File: src/rtl/id_decoder.sv
// Instruction-decode stage: decodes a fetched MIPS instruction into ALU controls,
// register addresses and memory/writeback controls, registered behind a valid/ready
// handshake. Stalls one cycle on a load-use dependency and drops state on a taken branch.
module id_decoder #(
  parameter int unsigned PC_WIDTH  = 32,
  parameter int unsigned IMM_WIDTH = 16,
  parameter int unsigned CNT_WIDTH = 8
) (
  input  logic                 d_i_clk,
  input  logic                 d_i_rst,
  input  logic [31:0]          d_i_instr,
  input  logic [PC_WIDTH-1:0]  d_i_pc,
  input  logic                 d_i_valid,
  output logic                 d_o_ready,
  input  logic                 d_i_ready,
  input  logic                 d_i_flush,
  output logic                 d_o_valid,
  output logic [4:0]           d_o_funct,
  output logic                 d_o_alu_src,
  output logic [IMM_WIDTH-1:0] d_o_imm,
  output logic [4:0]           d_o_rs_addr,
  output logic [4:0]           d_o_rt_addr,
  output logic [4:0]           d_o_rd_addr,
  output logic                 d_o_reg_write,
  output logic                 d_o_mem_read,
  output logic                 d_o_mem_write,
  output logic [PC_WIDTH-1:0]  d_o_pc,
  output logic                 d_o_illegal,
  output logic [CNT_WIDTH-1:0] d_o_illegal_cnt
);

  // ALU operation codes
  localparam logic [4:0] FnAdd  = 5'd0;
  localparam logic [4:0] FnSub  = 5'd1;
  localparam logic [4:0] FnAnd  = 5'd2;
  localparam logic [4:0] FnOr   = 5'd3;
  localparam logic [4:0] FnXor  = 5'd4;
  localparam logic [4:0] FnSlt  = 5'd5;
  localparam logic [4:0] FnSltu = 5'd6;
  localparam logic [4:0] FnSll  = 5'd7;
  localparam logic [4:0] FnSrl  = 5'd8;
  localparam logic [4:0] FnSra  = 5'd9;
  localparam logic [4:0] FnAddu = 5'd14;
  localparam logic [4:0] FnBeq  = 5'd15;
  localparam logic [4:0] FnBne  = 5'd16;

  // Raw instruction fields
  logic [5:0] op_f;
  logic [4:0] rs_f;
  logic [4:0] rt_f;
  logic [4:0] rd_f;
  logic [4:0] shamt_f;
  logic [5:0] fn_f;

  assign op_f    = d_i_instr[31:26];
  assign rs_f    = d_i_instr[25:21];
  assign rt_f    = d_i_instr[20:16];
  assign rd_f    = d_i_instr[15:11];
  assign shamt_f = d_i_instr[10:6];
  assign fn_f    = d_i_instr[5:0];

  // Decoded (pre-register) fields
  logic [4:0]  dec_funct;
  logic        dec_alu_src;
  logic [15:0] dec_imm;
  logic [4:0]  dec_rs;
  logic [4:0]  dec_rt;
  logic [4:0]  dec_rd;
  logic        dec_writes;
  logic        dec_reg_write;
  logic        dec_mem_read;
  logic        dec_mem_write;
  logic        dec_illegal;
  logic        dec_uses_rt;

  // Combinational decode of the incoming instruction
  always_comb begin
    dec_funct     = FnAdd;
    dec_alu_src   = 1'b0;
    dec_imm       = 16'h0000;
    dec_rs        = rs_f;
    dec_rt        = rt_f;
    dec_rd        = 5'd0;
    dec_writes    = 1'b0;
    dec_mem_read  = 1'b0;
    dec_mem_write = 1'b0;
    dec_illegal   = 1'b0;
    dec_uses_rt   = 1'b0;

    unique case (op_f)
      6'h00: begin
        dec_uses_rt = 1'b1;
        dec_rd      = rd_f;
        dec_writes  = 1'b1;
        unique case (fn_f)
          6'h20: dec_funct = FnAdd;
          6'h21: dec_funct = FnAddu;
          6'h22: dec_funct = FnSub;
          6'h23: dec_funct = FnSub;
          6'h24: dec_funct = FnAnd;
          6'h25: dec_funct = FnOr;
          6'h26: dec_funct = FnXor;
          6'h2A: dec_funct = FnSlt;
          6'h2B: dec_funct = FnSltu;
          // Immediate shifts: the shifted value (rt) travels on operand 1
          6'h00, 6'h02, 6'h03: begin
            dec_funct   = (fn_f == 6'h00) ? FnSll : (fn_f == 6'h02) ? FnSrl : FnSra;
            dec_rs      = rt_f;
            dec_alu_src = 1'b1;
            dec_imm     = {11'b0, shamt_f};
          end
          // Variable shifts: value on operand 1, shift amount (rs) on operand 2
          6'h04, 6'h06, 6'h07: begin
            dec_funct = (fn_f == 6'h04) ? FnSll : (fn_f == 6'h06) ? FnSrl : FnSra;
            dec_rs    = rt_f;
            dec_rt    = rs_f;
          end
          default: dec_illegal = 1'b1;
        endcase
      end
      6'h08, 6'h09, 6'h0A, 6'h0B, 6'h0C, 6'h0D, 6'h0E: begin
        unique case (op_f)
          6'h08:   dec_funct = FnAdd;
          6'h09:   dec_funct = FnAddu;
          6'h0A:   dec_funct = FnSlt;
          6'h0B:   dec_funct = FnSltu;
          6'h0C:   dec_funct = FnAnd;
          6'h0D:   dec_funct = FnOr;
          default: dec_funct = FnXor;
        endcase
        dec_alu_src = 1'b1;
        dec_imm     = d_i_instr[15:0];
        dec_rd      = rt_f;
        dec_writes  = 1'b1;
      end
      6'h23: begin
        dec_alu_src  = 1'b1;
        dec_imm      = d_i_instr[15:0];
        dec_rd       = rt_f;
        dec_writes   = 1'b1;
        dec_mem_read = 1'b1;
      end
      6'h2B: begin
        dec_uses_rt   = 1'b1;
        dec_alu_src   = 1'b1;
        dec_imm       = d_i_instr[15:0];
        dec_mem_write = 1'b1;
      end
      6'h04, 6'h05: begin
        dec_uses_rt = 1'b1;
        dec_funct   = (op_f == 6'h04) ? FnBeq : FnBne;
        dec_imm     = d_i_instr[15:0];
      end
      default: dec_illegal = 1'b1;
    endcase

    // Illegal instructions travel as an inert bubble with only the flag set
    if (dec_illegal) begin
      dec_funct     = FnAdd;
      dec_alu_src   = 1'b0;
      dec_imm       = 16'h0000;
      dec_rs        = 5'd0;
      dec_rt        = 5'd0;
      dec_rd        = 5'd0;
      dec_writes    = 1'b0;
      dec_mem_read  = 1'b0;
      dec_mem_write = 1'b0;
    end
  end

  // Writes to $0 are discarded, which also makes 0x00000000 a NOP
  assign dec_reg_write = dec_writes & (dec_rd != 5'd0);

  // Output registers
  logic                 valid_q;
  logic [4:0]           funct_q;
  logic                 alu_src_q;
  logic [IMM_WIDTH-1:0] imm_q;
  logic [4:0]           rs_q;
  logic [4:0]           rt_q;
  logic [4:0]           rd_q;
  logic                 reg_write_q;
  logic                 mem_read_q;
  logic                 mem_write_q;
  logic [PC_WIDTH-1:0]  pc_q;
  logic                 illegal_q;
  logic [CNT_WIDTH-1:0] illegal_cnt_q;

  logic hazard;
  logic accept;

  // Load-use check of the incoming instruction against the held load; raw fields are used
  // because the shift remapping does not change which registers are read
  always_comb begin
    hazard = valid_q & mem_read_q & (rd_q != 5'd0) &
             ((rs_f == rd_q) | (dec_uses_rt & (rt_f == rd_q)));
  end

  assign d_o_ready = (~valid_q | d_i_ready) & ~hazard;
  assign accept    = d_i_valid & d_o_ready & ~d_i_flush;

  // Pipeline register: load on accept, hold while stalled, empty when drained or flushed
  always_ff @(posedge d_i_clk) begin
    if (d_i_rst) begin
      valid_q       <= 1'b0;
      funct_q       <= '0;
      alu_src_q     <= 1'b0;
      imm_q         <= '0;
      rs_q          <= '0;
      rt_q          <= '0;
      rd_q          <= '0;
      reg_write_q   <= 1'b0;
      mem_read_q    <= 1'b0;
      mem_write_q   <= 1'b0;
      pc_q          <= '0;
      illegal_q     <= 1'b0;
      illegal_cnt_q <= '0;
    end else if (d_i_flush) begin
      valid_q <= 1'b0;
    end else if (accept) begin
      valid_q     <= 1'b1;
      funct_q     <= dec_funct;
      alu_src_q   <= dec_alu_src;
      imm_q       <= IMM_WIDTH'(dec_imm);
      rs_q        <= dec_rs;
      rt_q        <= dec_rt;
      rd_q        <= dec_rd;
      reg_write_q <= dec_reg_write;
      mem_read_q  <= dec_mem_read;
      mem_write_q <= dec_mem_write;
      pc_q        <= d_i_pc;
      illegal_q   <= dec_illegal;
      if (dec_illegal && (illegal_cnt_q != '1)) begin
        illegal_cnt_q <= illegal_cnt_q + CNT_WIDTH'(1);
      end
    end else if (d_i_ready) begin
      valid_q <= 1'b0;
    end
  end

  assign d_o_valid       = valid_q;
  assign d_o_funct       = funct_q;
  assign d_o_alu_src     = alu_src_q;
  assign d_o_imm         = imm_q;
  assign d_o_rs_addr     = rs_q;
  assign d_o_rt_addr     = rt_q;
  assign d_o_rd_addr     = rd_q;
  assign d_o_reg_write   = reg_write_q;
  assign d_o_mem_read    = mem_read_q;
  assign d_o_mem_write   = mem_write_q;
  assign d_o_pc          = pc_q;
  assign d_o_illegal     = illegal_q;
  assign d_o_illegal_cnt = illegal_cnt_q;

endmodule

File: config.mk
export PLATFORM = sky130hd
export DESIGN_NAME = id_decoder
export DESIGN_NICKNAME = d
export VERILOG_FILES = /design/src/rtl/id_decoder.sv
export SDC_FILE = /design/constraint.sdc
export NUM_CORES = 1
export LEC_CHECK = 0
export CAP_MARGIN = 20
export CORE_MARGIN = 2
export CORE_UTILIZATION = 35
export DETAILED_ROUTE_END_ITERATION = 10
export MAX_ROUTING_LAYER = met4
export PLACE_DENSITY = 0.66
export SLEW_MARGIN = 20
export SYNTH_ARGS = -nofsm -noshare
export SYNTH_HDL_FRONTEND = slang
export SYNTH_SLANG_ARGS = --single-unit
File: constraint.sdc
create_clock -name d_i_clk -period 4.81 [get_ports d_i_clk]
set_input_delay 0.481 -clock d_i_clk [delete_from_list [all_inputs] [get_ports d_i_clk]]
set_output_delay 0.481 -clock d_i_clk [all_outputs]
set_load 0.05 [all_outputs]
==> results of run 1 <==
-- power breakdown --
part | leakage (nW) | switching [W] | internal, W
logic | 1.16 | 0.000174 | 0.000117
clock network | 0.109 | 0.000254 | 0.000305
registers | 0.666 | 0.0000110 | 0.000698
total | 1.94 | 0.000439 | 0.00112
-- worst paths after layout --
path,slack (ps),cells past startpoint,end
max,1080,6,d_o_ready
min,450,2,d_o_pc[23]
max reg2reg,1690,7,d_o_imm[2]
min reg2reg,450,2,d_o_pc[23]
-- metrics by stage --
stage	cell area (um^2)	hold WS (ps)	total power [W]	std cells	util, %
after floorplan	3850	559	0.000894	476	-
after global placement	5390	441	0.00101	733	49.9
after detailed placement	5390	446	0.00102	733	49.9
after CTS	5610	457	0.00158	749	51.9
after global routing	5610	476	0.00163	749	51.9
final	5610	454	0.00156	749	51.9
-- critical path, stage by stage --
cell and delay, ps:
clkdlybuf4s50_1 640, or2_2 410, or3_1 330, a2111oi_2 530
nor3b_1 110, clkdlybuf4s50_1 750
-- logic make-up after synthesis --
group           synth area share, %
compound gates                 21.9
simple gates                   24.3
xor+xnor                       2.28
flops                          42.7
fa+ha+maj                     0.325
buf+inv                        5.07
mux                            3.48
-- cell usage after synthesis, types with 2 or more instances --
| cell type | n |
|---|---|
| mux2_2 | 3 |
| a22oi_1 | 5 |
| o31ai_1 | 6 |
| buf_4 | 2 |
| nand2_1 | 97 |
| o2bb2ai_1 | 15 |
| nand3_1 | 23 |
| and3_1 | 8 |
| buf_6 | 2 |
| nor4_1 | 5 |
| inv_1 | 5 |
| a22o_1 | 6 |
| buf_2 | 9 |
| mux2i_1 | 10 |
| a211oi_1 | 7 |
| nand3b_1 | 4 |
| nand4_1 | 2 |
| a311oi_1 | 2 |
| nand2b_1 | 5 |
| a21oi_1 | 61 |
| clkbuf_1 | 23 |
| nor2b_1 | 8 |
| xor2_1 | 2 |
| or3_1 | 2 |
| or4_1 | 6 |
| nor3_1 | 8 |
| dfxtp_1 | 82 |
| buf_1 | 2 |
| or2_2 | 3 |
| a2bb2oi_1 | 2 |
| o21ai_0 | 12 |
| xnor2_1 | 8 |
| o22ai_1 | 2 |
| nor2_1 | 22 |
-- registers in the layout, summed over array words and instances (netlist names) --
register	flops
d_o_mem_read	1
d_o_illegal_cnt	8
d_o_imm	16
d_o_funct	5
d_o_alu_src	1
d_o_valid	1
d_o_mem_write	1
d_o_rs_addr	5
d_o_rd_addr	5
d_o_rt_addr	5
d_o_reg_write	1
d_o_pc	32
d_o_illegal	1
-- cell type report --
cell class / count / area, um^2 / area share (%)
clock buffers: 11 / 141 / 2.52
repair buffers: 155 / 1540 / 27.4
flip-flops and latches: 82 / 1640 / 29.3
multi-input cells: 351 / 2020 / 36.0
inverters: 5 / 18.8 / 0.335
well taps: 140 / 175 / 3.12
clock inverters: 5 / 77.6 / 1.38
-- routing by layer --
metal / track usage, % / wire length [um]
met2: 29.9 / 5040
met1: 25.5 / 5410
met5: - / 0
met3: 5.56 / 1030
met4: 7.23 / 166
==> flow_summary.json, run 1 <==
{
  "post-route-period-util_pct": 77.5,
  "ys.flop_type": "dfxtp_1",
  "overflow": 0,
  "rsz0062_at_grt": "false",
  "clockBufferDepth": 2,
  "setup_viol": 0,
  "irDropWorstVdd_mv": 0.131,
  "cp-end-kind": "output pin",
  "drcViolationCount": 0,
  "dieWidth_um": 109,
  "cts-resized-gates": 0,
  "grt_pass1_wl_mm": 18.0,
  "yosysTopAreaCellShare_pct": 42.7,
  "area_growth_pct": 45.7,
  "grt_start_max_net_pins": 67,
  "clock.fmax_ghz": 0.268,
  "grt_use_total_pct": 19.9,
  "cts_buffers": 9,
  "crit_type": "in -> out",
  "synth.avg_cell_area_um2": 8.08,
  "initial_core_util_pct": 35.6,
  "cts_setup_buffers": 0,
  "start_kind": "input port",
  "crit_arrival_ps": 3250,
  "n_antenna_cell": 0,
  "startpoint": "d_i_instr[29]",
  "cts_tree": "built",
  "dp_worst_setup_slack_ps": 1100,
  "min_period_ps": 3730,
  "drt_iter0_drc": 237,
  "p_per_area_nw_per_um2": 278,
  "numPortBuffers": 151,
  "skew_ps": 7.69,
  "fin_setup_tns_ps": 0,
  "finalHoldViolCount": 0,
  "ys_warn_count": 0,
  "slew_viol_final": 0,
  "setup_slack_ps": 1080,
  "cts_root_buf": "clkbuf_8",
  "htree_levels": 3,
  "netlist_instances": 476,
  "status": "completed",
  "gp_congestion": 0.834,
  "tightest_slew_ps": 1070,
  "drv_cap": 0,
  "synth_edf_count": 0,
  "yosysTopAreaCell": "dfxtp_1",
  "die_h_um": 109,
  "hold_buffers": 0,
  "yosys_register_bits": 82,
  "cts.clk_slew.worst_paths_ps": 80,
  "async_flop_share_pct": 0,
  "die-area_um2": 11800,
  "avgRoutedWirePerCell_um": 15.6,
  "via_per_inst": 5.23,
  "drive_gt1_share_pct": 5.42,
  "io_pins": 152,
  "ant_nets": 0,
  "final_cell_mix": "clkdlybuf4s50_1 (150), nand2_1 (97), dfxtp_1 (82)",
  "dpl.hpwl_mm": 8.36,
  "wl_mm": 11.6,
  "leakagePower_nw": 1.94,
  "core_area_um2": 10800,
  "r2r-start": "d_o_rd_addr[1]",
  "clock_latency_ps": 350,
  "synth_cell_types": 51,
  "cts.sinks": 82,
  "nNetsFinal": 674,
  "grt_pass1_vias": 3704,
  "cp.required_ps": 4330,
  "layout_commonest_cell": "clkdlybuf4s50_1",
  "yosysSeqAreaShare_pct": 42.7,
  "grt_antenna_before_repair": 0,
  "vias": 3919,
  "hold_start": "d_o_pc[23]",
  "path_max_fanout": 14,
  "nFillCells": 1015,
  "slew_headroom_pct": 28.2,
  "drt_pre_antenna_iters": 4,
  "synth_nets": 546,
  "hp-class": "reg -> reg",
  "core.rowCount": 38,
  "syn_area_um2": 3850,
  "synth.area.top_cells": "dfxtp_1 (43%), nand2_1 (9.5%), a21oi_1 (7.9%), o2bb2ai_1 (3.4%), nand3_1 (3.0%)"
}
No activity file was read; power rests on OpenSTA's default activity.
==> inputs of run 2 (changes only) <==
- clock period: 4.81 -> 3.6 ns (I/O delays scaled with it)
==> run 2 against run 1 <==
Effect of this change:
- design area rose by 0.71%
- wire length is 4.2% higher
- global-route usage grew 1.9 points
- final cell count grew 1.5%
- critical path depth did not move
- sequential cell count unchanged
==> flow_summary.json, run 2 (synthesized netlist as in run 1, its figures left out) <==
{
  "status": "completed",
  "layout_commonest_cell": "clkdlybuf4s50_1",
  "n_antenna_cell": 0,
  "placed_cell_area_um2": 5470,
  "slowest_stage": "clkdlybuf4s50_1",
  "cts.clk_slew.worst_paths_ps": 100,
  "tightest_slew_ps": 1010,
  "nFillCells": 1031,
  "placed_cells": 744,
  "wl_mm": 12.1,
  "post-route-period-util_pct": 91.5,
  "grt_pass1_wl_mm": 19.7,
  "clockBufferDepth": 2,
  "largest_reg_flops": 32,
  "worst_path_most_repeated_cell": "clkdlybuf4s50_1",
  "cts-resized-gates": 0,
  "skew_ps": 14.8,
  "overflow": 0,
  "slew_viol_final": 0,
  "via_per_inst": 5.34,
  "final_cells": 760,
  "io_pins": 152,
  "clock.fmax_ghz": 0.303,
  "critical_path.cell_chain": "clkdlybuf4s50_1, or2_2, or3_1, a2111oi_2, nor3b_1, clkdlybuf4s50_1",
  "final_core_util_pct": 52.3,
  "final_cell_mix": "clkdlybuf4s50_1 (150), nand2_1 (97), dfxtp_1 (82)",
  "finalHoldViolCount": 0,
  "core_area_um2": 10800,
  "ant_nets": 0,
  "initial_core_util_pct": 35.6,
  "final_cell_area_um2": 5650,
  "hold_buffers": 0,
  "core.rowCount": 38,
  "drt_pre_antenna_iters": 4,
  "cp.required_ps": 3240,
  "path_max_fanout": 8,
  "numPortBuffers": 151,
  "vias": 4059,
  "ff2ff_setup_slack_ps": 320,
  "p_per_area_nw_per_um2": 350,
  "hp-class": "in -> reg",
  "rsz0062_at_grt": "false",
  "slew_headroom_pct": 32.3,
  "cts_tree": "built",
  "dpl.hpwl_mm": 8.86,
  "htree_levels": 3,
  "avgRoutedWirePerCell_um": 16.0,
  "crit_arrival_ps": 2940,
  "drv_cap": 0,
  "area_growth_pct": 46.8,
  "grt_pass1_vias": 4009,
  "power.total_w": 0.00198,
  "cp-end-kind": "output pin",
  "grt_start_max_net_pins": 44,
  "irDropWorstVdd_mv": 0.166,
  "crit_type": "in -> out",
  "cts_buffers": 9,
  "die-area_um2": 11800,
  "grt_use_total_pct": 21.8,
  "nNetsFinal": 685,
  "min_period_ps": 3300,
  "dieWidth_um": 109,
  "cts_setup_buffers": 0,
  "die_h_um": 109,
  "cts.sinks": 82,
  "grt_antenna_before_repair": 0,
  "gp_congestion": 0.949,
  "clock_latency_ps": 370,
  "drive_gt1_share_pct": 7.26,
  "drt_iter0_drc": 276,
  "whs_ps": 313,
  "drcViolationCount": 0,
  "cts_root_buf": "clkbuf_8",
  "cp_slowest_stage_delay_ps": 760,
  "setup_viol": 0,
  "leakagePower_nw": 1.98,
  "start_kind": "input port"
}
run 2: cell count changes in the layout (fill, tap and decap cells not counted):
cell       previous run  this run
clkbuf_1              1         0
buf_4                 4        15
clkbuf_8             10         9
inv_6                 0         3
bufinv_16             2         0
clkinv_4              0         1
run 2: cell type report:
cell class                 count  area [um^2]  share of cell area (%)
tap                          140          175                    3.10
clock inverter                 7         52.6                   0.931
timing repair buffer         166         1620                    28.7
clock buffer                   9          124                    2.19
multi-input combinational    351         2020                    35.7
sequential                    82         1640                    29.1
inverter                       5         18.8                   0.332
run 2: routing by layer:
metal | vias up | global-route usage [%] | share of wire [%]
met2 | 178 | 35.1 | 45
met5 | - | - | 0
li1 | 1973 | - | -
met4 | 0 | 7.69 | 2.1
met1 | 1887 | 26.7 | 45
met3 | 21 | 5.20 | 7.9
run 2: worst paths after layout:
path                        from  cells after the start          end
hold reg to reg       d_o_pc[23]                      2   d_o_pc[23]
setup / recovery   d_i_instr[31]                      6    d_o_ready
hold / removal           d_i_rst                      2  d_o_imm[14]
setup reg to reg  d_o_rd_addr[1]                      6   d_o_imm[2]
run 2: critical path: cells and delay by family:
family          cells  cell delay (ps)
simple gates        3              790
buf+inv             2             1300
compound gates      1              500
run 2: where the power goes:
part	switching (W)	internal [W]	total, W
Combinational	0.000235	0.000163	0.000399
Clock	0.000376	0.000257	0.000633
Sequential	0.0000147	0.000933	0.000948
run 2: per-stage QoR:
step,setup slack [ps],setup TNS (ps)
2_1_floorplan,707,0
3_3_place_gp,143,0
3_5_place_dp,-30.0,-82.4
4_1_cts,314,0
5_1_grt,60.7,0
6_report,305,0
==> inputs of run 3 (changes only) <==
- CAP_MARGIN: 20 -> 40
- GPL_TIMING_DRIVEN: not set -> 0
==> run 3 against run 2 <==
Effect of this change:
- first-iteration DRC count decreased by 18%
- wire length increased by 3.0%
- count of clock-buffer cells in the layout increased by 2
- critical path type unchanged
==> flow_summary.json, run 3 (synthesized netlist as in run 1, its figures left out) <==
{
  "status": "completed",
  "clockBufferDepth": 2,
  "largest_reg_flops": 32,
  "dieWidth_um": 109,
  "critical_path.cell_chain": "clkdlybuf4s50_1, or2_2, or3_1, a2111oi_2, nor3b_1, clkdlybuf4s50_1",
  "hold_start": "d_o_pc[12]",
  "grt_start_max_net_pins": 15,
  "pwr-share-comb_pct": 19.0,
  "setup_viol": 0,
  "numPortBuffers": 145,
  "p_per_area_nw_per_um2": 370,
  "drcViolationCount": 0,
  "cts_root_buf": "clkbuf_8",
  "ff2ff_setup_slack_ps": 790,
  "path_buf_inv": 2,
  "cts.clk_slew.worst_paths_ps": 80,
  "core_area_um2": 10800,
  "slew_headroom_pct": 50.0,
  "path_max_fanout": 5,
  "drv_cap": 0,
  "fin_setup_tns_ps": 0,
  "slowest_stage": "clkdlybuf4s50_1",
  "p_sw_w": 0.000600,
  "placed_cell_area_um2": 5470,
  "skew_ps": 10.8,
  "clock.fmax_ghz": 0.311,
  "rsz0062_at_grt": "false",
  "hold_buffers": 0,
  "cts_setup_buffers": 0,
  "drive_gt1_share_pct": 6.43,
  "min_period_ps": 3220,
  "irDropWorstVdd_mv": 0.166,
  "startpoint": "d_i_instr[29]",
  "worst_path_most_repeated_cell": "clkdlybuf4s50_1",
  "n_antenna_cell": 0,
  "vias": 4068,
  "cp.required_ps": 3240,
  "dpl.hpwl_mm": 9.62,
  "leakagePower_nw": 1.99,
  "critical-path-top-delay-family": "buffers and inverters",
  "seqPwrFrac_pct": 44.9,
  "tightest_slew_ps": 746,
  "start_kind": "input port",
  "wl_met2_mm": 5.71,
  "cts_buffers": 9,
  "slew_viol_final": 0,
  "crit_type": "in -> out",
  "clkPwrFrac_pct": 36.0,
  "wl_met3_mm": 1.06,
  "grt_pass1_wl_mm": 19.5,
  "drt_pre_antenna_iters": 7,
  "core.rowCount": 38,
  "drt_iter0_drc": 225,
  "nNetsFinal": 703,
  "top_layer": "met4",
  "die-area_um2": 11800,
  "final_cell_area_um2": 5710,
  "overflow": 0,
  "post-route-period-util_pct": 89.3,
  "finalHoldViolCount": 0,
  "cts.sinks": 82,
  "hp-class": "reg -> reg",
  "grt_pass1_vias": 3987,
  "cts_tree": "built",
  "htree_levels": 3,
  "m1WireLength_mm": 5.57,
  "via_per_inst": 5.23,
  "initial_core_util_pct": 35.6,
  "avgRoutedWirePerCell_um": 16.1,
  "intPower_w": 0.00151,
  "cts-resized-gates": 0,
  "io_pins": 152,
  "die_h_um": 109,
  "netSwitchingFraction_pct": 28.4,
  "cp_slowest_stage_delay_ps": 760,
  "grt_use_total_pct": 21.9,
  "area_growth_pct": 48.3,
  "gp_congestion": 0.903,
  "clock_latency_ps": 350,
  "final_cell_mix": "clkdlybuf4s50_1 (145), nand2_1 (97), dfxtp_1 (82)",
  "cp-end-kind": "output pin",
  "r2r-start": "d_o_rd_addr[1]",
  "layout_commonest_cell": "clkdlybuf4s50_1",
  "crit_arrival_ps": 2860,
  "wl_mm": 12.5,
  "grt_antenna_before_repair": 0,
  "ant_nets": 0
}
[run 3: changes by cell type in the layout (fill, tap and decap cells not counted), sizes merged]
cell,delta
clkbuf,+26
clkdlybuf4s50,-5
bufinv,+2
inv,-2
buf,-1
clkinv,-1
clkinvlp,-1
[run 3: tightest hold or removal path: cells and delay by family, from the launching register on]
kind               cells  cell delay (ps)
DFF                    1              310
AOI/OAI and AO/OA      1               50
and+or+nand+nor        1               50
[run 3: through the flow]
step	utilization (%)	total power, W	hold slack [ps]	setup slack (ps)	instances
3_5_place_dp	50.7	0.00137	446	423	761
4_1_cts	52.8	0.00213	457	413	777
2_1_floorplan	-	0.00119	438	707	476
6_report	52.9	0.00211	455	384	778
5_1_grt	52.9	0.00220	470	269	778
3_3_place_gp	50.7	0.00137	438	413	761
[run 3: final timing paths]
check,endpoint,depth (start not counted)
worst max-delay path,d_o_ready,6
worst min-delay path,d_o_pc[12],2
worst max register to register,d_o_rd_addr[3],8
worst min register to register,d_o_pc[12],2
[run 3: area by class of cell]
class,count,area [um^2]
buffer,38,176
timing repair buffer,146,1460
tap,140,175
sequential,82,1640
multi-input combinational,351,2010
fill,1066,5090
clock buffer,11,141
clock inverter,5,86.3
inverter,5,18.8
[run 3: power by group through the flow]
stage               clock [W]  sequential, W  combinational, W
global route         0.000818       0.000952          0.000431
CTS                  0.000782       0.000948          0.000404
global placement            0       0.000968          0.000399
detailed placement          0       0.000969          0.000402
floorplan                   0        0.00106          0.000133
finish               0.000760       0.000948          0.000402
[run 3: layer usage]
metal / global-route usage [%] / vias to the layer above
met3: 5.74 / 14
met4: 7.33 / 0
met2: 35.5 / 164
met1: 26.4 / 1887
li1: - / 2003
met5: - / -
